==> src/rtl/multicycle_ctrl.sv <==
// Main sequencer for the multicycle RV32I core: drives the shared ALU, memory port,
// IR and register file across several cycles per instruction, with memory stalls and an illegal-opcode trap.
module multicycle_ctrl #(
  parameter bit FETCH_ON_RESET = 1'b1
) (
  input  logic       clk,
  input  logic       rst_n,
  input  logic [6:0] op,
  input  logic [2:0] funct3,
  input  logic       zero,
  input  logic       mem_ready,
  output logic       mem_req,
  output logic       pc_write,
  output logic       adr_src,
  output logic       mem_write,
  output logic       ir_write,
  output logic       reg_write,
  output logic [1:0] result_src,
  output logic [1:0] alu_src_a,
  output logic [1:0] alu_src_b,
  output logic [1:0] alu_op,
  output logic [1:0] imm_src,
  output logic       illegal_instr,
  output logic [3:0] state_o
);

  typedef enum logic [3:0] {
    S_FETCH    = 4'd0,
    S_DECODE   = 4'd1,
    S_MEMADR   = 4'd2,
    S_MEMREAD  = 4'd3,
    S_MEMWB    = 4'd4,
    S_MEMWRITE = 4'd5,
    S_EXECR    = 4'd6,
    S_EXECI    = 4'd7,
    S_ALUWB    = 4'd8,
    S_JAL      = 4'd9,
    S_BRANCH   = 4'd10,
    S_TRAP     = 4'd11,
    S_IDLE     = 4'd12
  } state_t;

  state_t r_state;
  state_t w_next;
  logic   r_illegal;
  logic   w_mem_req;
  logic   w_pc_write;
  logic   w_mem_write;
  logic   w_ir_write;
  logic   w_reg_write;

  always_ff @(posedge clk) begin
    if (!rst_n) begin
      r_state   <= FETCH_ON_RESET ? S_FETCH : S_IDLE;
      r_illegal <= 1'b0;
    end else begin
      r_state <= w_next;
      if (w_next == S_TRAP) r_illegal <= 1'b1;
    end
  end

  always_comb begin
    w_next      = r_state;
    w_mem_req   = 1'b0;
    w_pc_write  = 1'b0;
    w_mem_write = 1'b0;
    w_ir_write  = 1'b0;
    w_reg_write = 1'b0;
    adr_src     = 1'b0;
    result_src  = 2'b00;
    alu_src_a   = 2'b00;
    alu_src_b   = 2'b00;
    alu_op      = 2'b00;
    case (r_state)
      S_IDLE: w_next = S_FETCH;
      S_FETCH: begin
        w_mem_req  = 1'b1;
        alu_src_b  = 2'b10;
        result_src = 2'b10;
        // PC and IR only capture on the cycle the fetch actually completes.
        w_ir_write = mem_ready;
        w_pc_write = mem_ready;
        if (mem_ready) w_next = S_DECODE;
      end
      S_DECODE: begin
        alu_src_a = 2'b01;
        alu_src_b = 2'b01;
        case (op)
          7'b0000011, 7'b0100011: w_next = S_MEMADR;
          7'b0110011:             w_next = S_EXECR;
          7'b0010011:             w_next = S_EXECI;
          7'b1101111:             w_next = S_JAL;
          7'b1100011:             w_next = S_BRANCH;
          default:                w_next = S_TRAP;
        endcase
      end
      S_MEMADR: begin
        alu_src_a = 2'b10;
        alu_src_b = 2'b01;
        w_next    = op[5] ? S_MEMWRITE : S_MEMREAD;
      end
      S_MEMREAD: begin
        w_mem_req = 1'b1;
        adr_src   = 1'b1;
        if (mem_ready) w_next = S_MEMWB;
      end
      S_MEMWB: begin
        result_src  = 2'b01;
        w_reg_write = 1'b1;
        w_next      = S_FETCH;
      end
      S_MEMWRITE: begin
        w_mem_req   = 1'b1;
        adr_src     = 1'b1;
        w_mem_write = 1'b1;
        if (mem_ready) w_next = S_FETCH;
      end
      S_EXECR: begin
        alu_src_a = 2'b10;
        alu_op    = 2'b10;
        w_next    = S_ALUWB;
      end
      S_EXECI: begin
        alu_src_a = 2'b10;
        alu_src_b = 2'b01;
        alu_op    = 2'b10;
        w_next    = S_ALUWB;
      end
      S_JAL: begin
        // ALUOut holds the target from DECODE; the ALU now forms OldPC+4 for rd.
        alu_src_a  = 2'b01;
        alu_src_b  = 2'b10;
        w_pc_write = 1'b1;
        w_next     = S_ALUWB;
      end
      S_ALUWB: begin
        w_reg_write = 1'b1;
        w_next      = S_FETCH;
      end
      S_BRANCH: begin
        alu_src_a = 2'b10;
        alu_op    = 2'b01;
        w_next    = S_FETCH;
        case (funct3)
          3'b000:  w_pc_write = zero;
          3'b001:  w_pc_write = ~zero;
          default: w_next = S_TRAP;
        endcase
      end
      S_TRAP: w_next = S_TRAP;
      default: w_next = S_FETCH;
    endcase
  end

  always_comb begin
    case (op)
      7'b0000011, 7'b0010011: imm_src = 2'b00;
      7'b0100011:             imm_src = 2'b01;
      7'b1100011:             imm_src = 2'b10;
      7'b1101111:             imm_src = 2'b11;
      default:                imm_src = 2'b00;
    endcase
  end

  // Enables and requests are held off for the whole reset cycle regardless of mem_ready.
  assign mem_req       = rst_n & w_mem_req;
  assign pc_write      = rst_n & w_pc_write;
  assign mem_write     = rst_n & w_mem_write;
  assign ir_write      = rst_n & w_ir_write;
  assign reg_write     = rst_n & w_reg_write;
  assign illegal_instr = r_illegal;
  assign state_o       = r_state;

endmodule

==> config.mk <==
export PLATFORM = sky130hd
export DESIGN_NAME = multicycle_ctrl
export DESIGN_NICKNAME = d
export VERILOG_FILES = /design/src/rtl/multicycle_ctrl.sv
export SDC_FILE = /design/constraint.sdc
export NUM_CORES = 1
export LEC_CHECK = 0
export BUFFER_PORTS_ARGS = -buffer_cell sky130_fd_sc_hd__buf_2
export CORE_MARGIN = 4
export CORE_UTILIZATION = 42
export DETAILED_ROUTE_END_ITERATION = 16
export PLACE_DENSITY = 0.78
export SYNTH_ARGS = -nofsm -noshare
export SYNTH_HDL_FRONTEND = slang
export SYNTH_SLANG_ARGS = --single-unit
==> constraint.sdc <==
create_clock -name clk -period 2.05 [get_ports clk]
set_clock_uncertainty 0.1 [all_clocks]
set_input_delay 0.5125 -clock clk [delete_from_list [all_inputs] [get_ports clk]]
set_output_delay 0.5125 -clock clk [all_outputs]
set_load 0.01 [all_outputs]
==> results.sh, run 1 <==
export IMPL_outcome="complete, no violations"
export IMPL_peakVddDrop_v=0.0006312
export IMPL_async_flop_share=0
export IMPL_antenna_cells=0
export IMPL_core_um2=1318
export IMPL_clock_path_buffers=2
export IMPL_critPathSlowestCell="and3_1"
export IMPL_maxCapViolCount=0
export IMPL_placed_cell_area_um2=802.0
export IMPL_ant_nets=0
export IMPL_worst_path_max_fanout=1
export IMPL_finalCritPeriodShare=0.9934
export IMPL_utilization=0.6581
export IMPL_busiest_layer="met2"
export IMPL_synth_seq_cells=5
export IMPL_route_detailed_drc=0
export IMPL_seq_area_frac_synth=0.1691
export IMPL_min_path_type="register to register"
export IMPL_chipWidth_um=45.54
export IMPL_drt_wirelength_per_cell_um=11.90
export IMPL_hold_violations=0
export IMPL_arrival_ns=1.42
export IMPL_layout_commonest_cell="buf_2"
export IMPL_met1_usage=0.2133
export IMPL_nets=144
export IMPL_ys_warn_count=0
export IMPL_cts_sinks=5
export IMPL_clk_pin_slew_worst_paths_ns=0.04
export IMPL_synth_edf_count=0
export IMPL_slew_viol_final=0
export IMPL_final_area_um2=867.1
export IMPL_min_path_cells=2
export IMPL_place_hpwl_um=1352
export IMPL_postSynthAreaPerCell_um2=6.650
export IMPL_grt_pass1_vias=634
export IMPL_die_h_um=45.54
export IMPL_synth_nets=103
export IMPL_cts_root_buf="clkbuf_4"
export IMPL_first_iter_violations=13
export IMPL_r2r_end="illegal_instr"
export IMPL_start_util=0.4492
export IMPL_min_period_ns=2.037
export IMPL_htree_levels=1
export IMPL_vias=766
export IMPL_p_per_area_nw_per_um2=1299
export IMPL_clk_latency_ns=0.24
export IMPL_required_ns=1.44
export IMPL_cp_cell_sequence="buf_6 > xor2_1 > and3_1 > o21ai_1 > o21ai_1 > and3_1 > buf_2"
export IMPL_synth_area_um2=591.8
export IMPL_worstHoldStart="illegal_instr"
export IMPL_max_freq_mhz=491.0
export IMPL_worstSetupStartpointType="primary input"
export IMPL_dr_pass1_iters=4
export IMPL_worst_path_buf_inv=2
export IMPL_worst_pin_slew_ns=0.3734
export IMPL_crit_reg2reg_launch="state_o[0]"
export IMPL_die_area_um2=2073
export IMPL_cts_buffers_inserted=3
export IMPL_crit_family="simple AND/OR/NAND/NOR gates"
export IMPL_synthCells=89
export IMPL_ys_flop_type="dfxtp_1"
export IMPL_yosysUniqueCellTypes=33
export IMPL_worstSetupPathType="primary input to output pin"
export IMPL_ios=35
export IMPL_grt_max_degree=18
export IMPL_grt_remaining_overflow=0
export IMPL_hold_path_end="illegal_instr"
export IMPL_drive_gt1_frac=0.4109
export IMPL_most_common_layout_cells="buf_2 (31), nor2_1 (14), a21oi_1 (6), nand2_1 (6), buf_4 (6)"
export IMPL_antenna_found_initial=0
export IMPL_port_buffers=34
export IMPL_regToRegSetupSlack_ns=0.43
export IMPL_use_met3=0.05929
export IMPL_gp_congestion=0.8379
export IMPL_cts_setup_buffers=0
export IMPL_area_growth_pct=46.51
export IMPL_rr_worst_depth=7
export IMPL_end_kind="output pin"
export IMPL_use_met2=0.2841
export IMPL_grt_pass1_wl_um=2608
export IMPL_drt_vias_per_instance=5.319
export IMPL_cts_tree="done"
export IMPL_slowest_delay_ns=0.18
export IMPL_leakagePower_nw=0.4545
export IMPL_grt_use_total=0.1694
export IMPL_critPathLaunch="funct3[0]"
export IMPL_finalSetupViolCount=0
export IMPL_cts_hold_buf=0
export IMPL_rsz0062_at_grt="true"
export IMPL_row_count=13
export IMPL_routed_wl_um=1714
export IMPL_maxSlewHeadroom=0.7446
[final cells by class]
class,instances,area (um^2)
multi-input cells,75,459.2
fillers,123,450.4
repair buffers,41,245.2
flip-flops and latches,5,102.6
clock buffers,4,26.28
well taps,15,18.77
inverters,4,15.01
[what timing repair did]
item / in CTS / in global routing
gates resized for setup: 4 / 6
pin swaps: 0 / 2
setup endpoints to repair: 5 / 8
[worst reg2reg max path: cells and delay by family (launching register included)]
family | cells | cell delay, ns
flip-flops | 1 | 0.40
AND/OR/NAND/NOR | 1 | 0.04
AO/OA/AOI/OAI | 4 | 0.70
buffers and inverters | 2 | 0.28
[worst max path at each step]
stage	slack, ns	depth (start not counted)	end
CTS	-0.01	7	pc_write
detailed placement	-0.03	7	pc_write
floorplan	0.14	4	mem_req
global route	-0.08	5	mem_req
global placement	0.002	7	pc_write
finish	0.01	7	pc_write
[layer usage]
metal	routed length, um	vias to the layer above
met4	0	0
li1	-	393
met1	692	339
met3	180	0
met2	841	34
met5	0	-
[report_power, final]
part | total (W) | switching, W | internal [W]
clock | 0.000113 | 0.0000391 | 0.0000735
combinational | 0.000809 | 0.000439 | 0.000371
sequential | 0.000204 | 0.0000674 | 0.000137
[cells in the mapped netlist (2+ instances only)]
cell type,n,share of area
and3_1,5,0.053
nor3_1,3,0.025
o21a_1,3,0.038
nand2_1,6,0.038
dfxtp_1,5,0.17
a21oi_1,6,0.051
nor2_1,15,0.095
nand2b_1,2,0.021
inv_1,4,0.025
and2_1,2,0.021
nand3_1,3,0.025
xor2_1,4,0.059
o21ai_0,3,0.025
buf_2,4,0.034
nor4_1,2,0.021
o21ai_1,4,0.034
nor3b_1,2,0.025
[cells by family after synthesis]
| family | synth area share |
|---|---|
| AND/OR/NAND/NOR | 0.3996 |
| multiplexers | 0.01691 |
| flip-flops | 0.1691 |
| AO/OA/AOI/OAI | 0.2622 |
| buffers and inverters | 0.07822 |
| XOR/XNOR | 0.07399 |
[per-stage QoR]
step | cells | total power, W | setup TNS, ns | setup slack, ns | hold WS, ns
after floorplan | 89 | 0.0007052 | 0 | 0.1374 | 0.3956
after global placement | 140 | 0.0009699 | 0 | 0.001687 | 0.3447
after detailed placement | 140 | 0.0009849 | -0.03402 | -0.03402 | 0.3650
after CTS | 144 | 0.001119 | -0.009542 | -0.009542 | 0.3741
after global routing | 144 | 0.001240 | -0.1263 | -0.07621 | 0.4192
final | 144 | 0.001126 | 0 | 0.01349 | 0.3828
[registers in the layout, summed over array words and instances (netlist names)]
name           cells
state_o            4
illegal_instr      1
(Power assumes the default switching activity.)
==> inputs of run 2 (changes only) <==
--- a/config.mk
+++ b/config.mk
@@ -6,7 +6,7 @@
 export NUM_CORES = 1
 export LEC_CHECK = 0
 export BUFFER_PORTS_ARGS = -buffer_cell sky130_fd_sc_hd__buf_2
-export CORE_MARGIN = 4
+export CORE_MARGIN = 10
 export CORE_UTILIZATION = 42
 export DETAILED_ROUTE_END_ITERATION = 16
 export PLACE_DENSITY = 0.78
==> run 2 against run 1 <==
Against the previous run: die area rose by 60%; sequential share of layout area fell by 0.66 points; largest power group unchanged; global-route usage fell by 5.4 points; combinational power rose by 24%.
==> results.sh, run 2 (same netlist as run 1, synthesis figures left out) <==
export IMPL_outcome="complete, no violations"
export IMPL_ios=35
export IMPL_antenna_cells=0
export IMPL_switchingPower_w=0.0006356
export IMPL_clock_path_buffers=2
export IMPL_grt_pass1_vias=741
export IMPL_die_area_um2=3310
export IMPL_fin_ws_ns=0.03326
export IMPL_critPathSlowestCell="dfxtp_1"
export IMPL_p_int_w=0.0006969
export IMPL_ant_nets=0
export IMPL_met1_usage=0.1265
export IMPL_fin_tns_setup_ns=0
export IMPL_min_period_ns=2.017
export IMPL_use_met3=0.03540
export IMPL_required_ns=1.44
export IMPL_regToRegSetupSlack_ns=0.40
export IMPL_cts_hold_buf=0
export IMPL_nets=151
export IMPL_grt_use_total=0.1154
export IMPL_dr_pass1_iters=4
export IMPL_nFillCells=106
export IMPL_grt_remaining_overflow=0
export IMPL_cts_sinks=5
export IMPL_most_common_layout_cells="buf_2 (32), nor2_1 (13), buf_4 (12)"
export IMPL_grt_max_degree=18
export IMPL_peakVddDrop_v=0.0006844
export IMPL_routed_wl_um=2152
export IMPL_largest_reg_flops=4
export IMPL_port_buffers=34
export IMPL_hold_violations=0
export IMPL_pwr_share_clk=0.089
export IMPL_p_comb_frac=0.752
export IMPL_max_freq_mhz=495.9
export IMPL_core_um2=1318
export IMPL_use_met2=0.1979
export IMPL_die_h_um=57.54
export IMPL_maxSlewHeadroom=0.7385
export IMPL_chipWidth_um=57.54
export IMPL_route_detailed_drc=0
export IMPL_finalCritPeriodShare=0.9838
export IMPL_crit_family="simple AND/OR/NAND/NOR gates"
export IMPL_drive_gt1_frac=0.4779
export IMPL_p_per_area_nw_per_um2=1399
export IMPL_start_util=0.4492
export IMPL_slew_viol_final=0
export IMPL_cts_buffers_inserted=3
export IMPL_end_kind="output pin"
export IMPL_arrival_ns=1.40
export IMPL_place_hpwl_um=1581
export IMPL_maxCapViolCount=0
export IMPL_worst_path_max_fanout=10
export IMPL_slowest_delay_ns=0.31
export IMPL_cts_root_buf="clkbuf_4"
export IMPL_swShare=0.4770
export IMPL_antenna_found_initial=0
export IMPL_busiest_layer="met2"
export IMPL_row_count=13
export IMPL_worstSetupStartpointType="register"
export IMPL_first_iter_violations=24
export IMPL_vias=838
export IMPL_clk_pin_slew_worst_paths_ns=0.04
export IMPL_finalSetupViolCount=0
export IMPL_cp_cell_sequence="buf_6 > nor2b_2 > nor3_4 > a21oi_2 > nor3b_2 > buf_2"
export IMPL_grt_pass1_wl_um=3263
export IMPL_worst_pin_slew_ns=0.3824
export IMPL_rsz0062_at_grt="true"
export IMPL_layout_commonest_cell="buf_2"
export IMPL_drt_wirelength_per_cell_um=14.25
export IMPL_gp_congestion=0.8649
export IMPL_htree_levels=1
export IMPL_worstSetupPathType="register to output pin"
export IMPL_cts_tree="done"
export IMPL_leakagePower_nw=0.5005
export IMPL_place_ws_ns=-0.02251
export IMPL_clk_latency_ns=0.25
export IMPL_sequentialPowerShare=0.160
export IMPL_min_path_type="register to register"
export IMPL_area_growth_pct=60.89
export IMPL_drt_vias_per_instance=5.550
export IMPL_worst_path_buf_inv=2
run 2: final timing paths:
path                 startpoint            end  cells past startpoint
setup / recovery     state_o[1]        mem_req                      6
hold / removal    illegal_instr  illegal_instr                      2
setup reg to reg     state_o[1]  illegal_instr                      8
hold reg to reg   illegal_instr  illegal_instr                      2
run 2: worst min-delay path, cell delays in order (launching register included):
cell     delay (ns)
dfxtp_1        0.31
nand2_1        0.06
o31ai_2        0.05
run 2: stage by stage:
| stage | util | hold slack, ns | area, um^2 | std cells | power (W) |
|---|---|---|---|---|---|
| detailed placement | 0.6030 | 0.3548 | 794.5 | 139 | 0.0009887 |
| global placement | 0.6030 | 0.3429 | 794.5 | 139 | 0.0009721 |
| CTS | 0.6363 | 0.3639 | 838.3 | 143 | 0.001134 |
| finish | 0.7227 | 0.3583 | 952.2 | 151 | 0.001333 |
| floorplan | - | 0.3956 | 591.8 | 89 | 0.0007052 |
| global route | 0.7227 | 0.3940 | 952.2 | 151 | 0.001449 |
run 2: power by group through the flow:
stage | Clock (W) | Combinational, W | Sequential (W)
5_1_grt | 0.000132 | 0.00110 | 0.000220
6_report | 0.000118 | 0.00100 | 0.000213
3_3_place_gp | 0 | 0.000772 | 0.000200
2_1_floorplan | 0 | 0.000520 | 0.000185
4_1_cts | 0.000124 | 0.000802 | 0.000209
3_5_place_dp | 0 | 0.000787 | 0.000201
run 2: layer usage:
layer | vias up | share of wire
li1 | 410 | -
met5 | - | 0
met1 | 378 | 0.41
met3 | 2 | 0.11
met2 | 48 | 0.47
met4 | 0 | 0.011
run 2: cell type report:
cell class | count | area [um^2] | share of cell area
sequential | 5 | 106.4 | 0.1117
multi-input combinational | 75 | 490.5 | 0.5151
timing repair buffer | 48 | 295.3 | 0.3101
inverter | 4 | 15.01 | 0.01577
clock buffer | 4 | 26.28 | 0.02760
tap | 15 | 18.77 | 0.01971
run 2: repair_timing:
item	in CTS	in global routing
buffers inserted	0	8
setup endpoints to repair	6	12
resized for setup	6	13
pin swaps	1	2
==> inputs of run 3 (changes only) <==
--- a/config.mk
+++ b/config.mk
@@ -6,7 +6,6 @@
 export NUM_CORES = 1
 export LEC_CHECK = 0
 export BUFFER_PORTS_ARGS = -buffer_cell sky130_fd_sc_hd__buf_2
-export CORE_MARGIN = 10
 export CORE_UTILIZATION = 42
 export DETAILED_ROUTE_END_ITERATION = 16
 export PLACE_DENSITY = 0.78
==> run 3 against run 2 <==
Against the previous run: die area decreased by 53%; cell count shrank 0.66%; hold slack better by 0.013 ns; wire length decreased by 14%; core utilization decreased by 1.8 points; total power shrank 5.4%; clock power about the same; cell area shrank 3.7%; via count shrank 0.60%; critical endpoint unchanged; highest routed layer unchanged.
==> results.sh, run 3 (same netlist as run 1, synthesis figures left out) <==
export IMPL_first_iter_violations=26
export IMPL_die_h_um=39.54
export IMPL_port_buffers=34
export IMPL_clk_latency_ns=0.25
export IMPL_nets=150
export IMPL_layout_commonest_cell="buf_2"
export IMPL_row_count=13
export IMPL_min_path_type="register to register"
export IMPL_p_per_area_nw_per_um2=1374
export IMPL_end_kind="output pin"
export IMPL_place_hpwl_um=1330
export IMPL_die_area_um2=1563
export IMPL_start_util=0.4548
export IMPL_placed_cell_area_um2=802.0
export IMPL_antenna_cells=0
export IMPL_fin_tns_setup_ns=0
export IMPL_place_inst=140
export IMPL_clk_pin_slew_worst_paths_ns=0.05
export IMPL_grt_use_total=0.2609
export IMPL_ant_nets=0
export IMPL_r2r_end="illegal_instr"
export IMPL_critPathLaunch="state_o[1]"
export IMPL_drt_wirelength_per_cell_um=12.33
export IMPL_cts_tree="done"
export IMPL_maxSlewHeadroom=0.7446
export IMPL_route_detailed_drc=0
export IMPL_required_ns=1.44
export IMPL_core_um2=1301
export IMPL_cts_root_buf="clkbuf_4"
export IMPL_peakVddDrop_v=0.0005564
export IMPL_chipWidth_um=39.54
export IMPL_regToRegSetupSlack_ns=0.47
export IMPL_hold_violations=0
export IMPL_most_common_layout_cells="buf_2 (35), nor2_1 (14), buf_4 (10)"
export IMPL_area_growth_pct=54.97
export IMPL_worst_pin_slew_ns=0.3734
export IMPL_place_ws_ns=-0.03084
export IMPL_dr_pass1_iters=4
export IMPL_final_area_um2=917.1
export IMPL_arrival_ns=1.40
export IMPL_stdcell_count=150
export IMPL_htree_levels=1
export IMPL_worst_path_max_fanout=6
export IMPL_worstSetupStartpointType="register"
export IMPL_vias=833
export IMPL_slew_viol_final=0
export IMPL_clock_path_buffers=2
export IMPL_cts_sinks=5
export IMPL_drt_vias_per_instance=5.553
export IMPL_rr_worst_depth=6
export IMPL_cts_buffers_inserted=3
export IMPL_fin_ws_ns=0.03365
export IMPL_finalSetupViolCount=0
export IMPL_ios=35
export IMPL_antenna_found_initial=0
export IMPL_grt_max_degree=18
export IMPL_max_freq_mhz=495.9
export IMPL_min_period_ns=2.016
export IMPL_largest_reg_flops=4
export IMPL_grt_remaining_overflow=0
export IMPL_worstSetupEndpoint="mem_req"
export IMPL_holdWs_ns=0.3711
export IMPL_gp_congestion=0.9244
export IMPL_maxCapViolCount=0
export IMPL_routed_wl_um=1849
export IMPL_worstSetupPathType="register to output pin"
export IMPL_rsz0062_at_grt="true"
export IMPL_grt_pass1_vias=699
export IMPL_outcome="complete, no violations"
export IMPL_leakagePower_nw=0.4885
export IMPL_crit_reg2reg_launch="state_o[3]"
export IMPL_finalCritPeriodShare=0.9836
export IMPL_drive_gt1_frac=0.4519
export IMPL_grt_pass1_wl_um=2787
## run 3: report_power, final
part	switching, W	internal (W)	total [W]	leakage, nW
logic	0.000502	0.000436	0.000938	0.431
registers	0.0000586	0.000142	0.000201	0.0423
clock network	0.0000469	0.0000740	0.000121	0.0150
total	0.000608	0.000653	0.00126	0.488
## run 3: cell type report
class | instances | area (um^2)
clock buffers | 4 | 26.28
fillers | 114 | 384.1
inverters | 4 | 15.01
multi-input cells | 75 | 478.0
flip-flops and latches | 5 | 106.4
well taps | 15 | 18.77
repair buffers | 47 | 272.8
## run 3: critical path, stage by stage (launching register included)
cell	delay, ns
dfxtp_2	0.32
buf_6	0.13
nor2b_4	0.13
nor3_4	0.16
a21oi_1	0.06
nor3b_1	0.19
buf_2	0.16
## run 3: what timing repair did
item | CTS | global route
hold buffers | 0 | 0
pin swaps | 1 | 3
endpoints found under the setup margin | 2 | 11
gates resized for setup | 5 | 9
gates cloned | 0 | 1
setup buffers | 0 | 5
## run 3: per-layer routing
layer | vias up | GRT usage | wire (um)
met5 | - | 0 | 0
met4 | 0 | 0.06897 | 38
met3 | 6 | 0.05682 | 126
met2 | 40 | 0.4877 | 938
met1 | 379 | 0.2881 | 745
li1 | 408 | - | -
## run 3: stage by stage
stage | power (W) | util
floorplan | 0.0007052 | -
finish | 0.001260 | 0.7048
detailed placement | 0.0009700 | 0.6163
global placement | 0.0009533 | 0.6163
global route | 0.001361 | 0.7048
CTS | 0.001112 | 0.6481
## run 3: how the worst min path moves through the flow
stage / start / end / cells after the start
2_1_floorplan: illegal_instr / illegal_instr / 2
3_3_place_gp: illegal_instr / illegal_instr / 2
3_5_place_dp: illegal_instr / illegal_instr / 2
4_1_cts: illegal_instr / illegal_instr / 2
5_1_grt: illegal_instr / illegal_instr / 2
6_report: illegal_instr / illegal_instr / 2
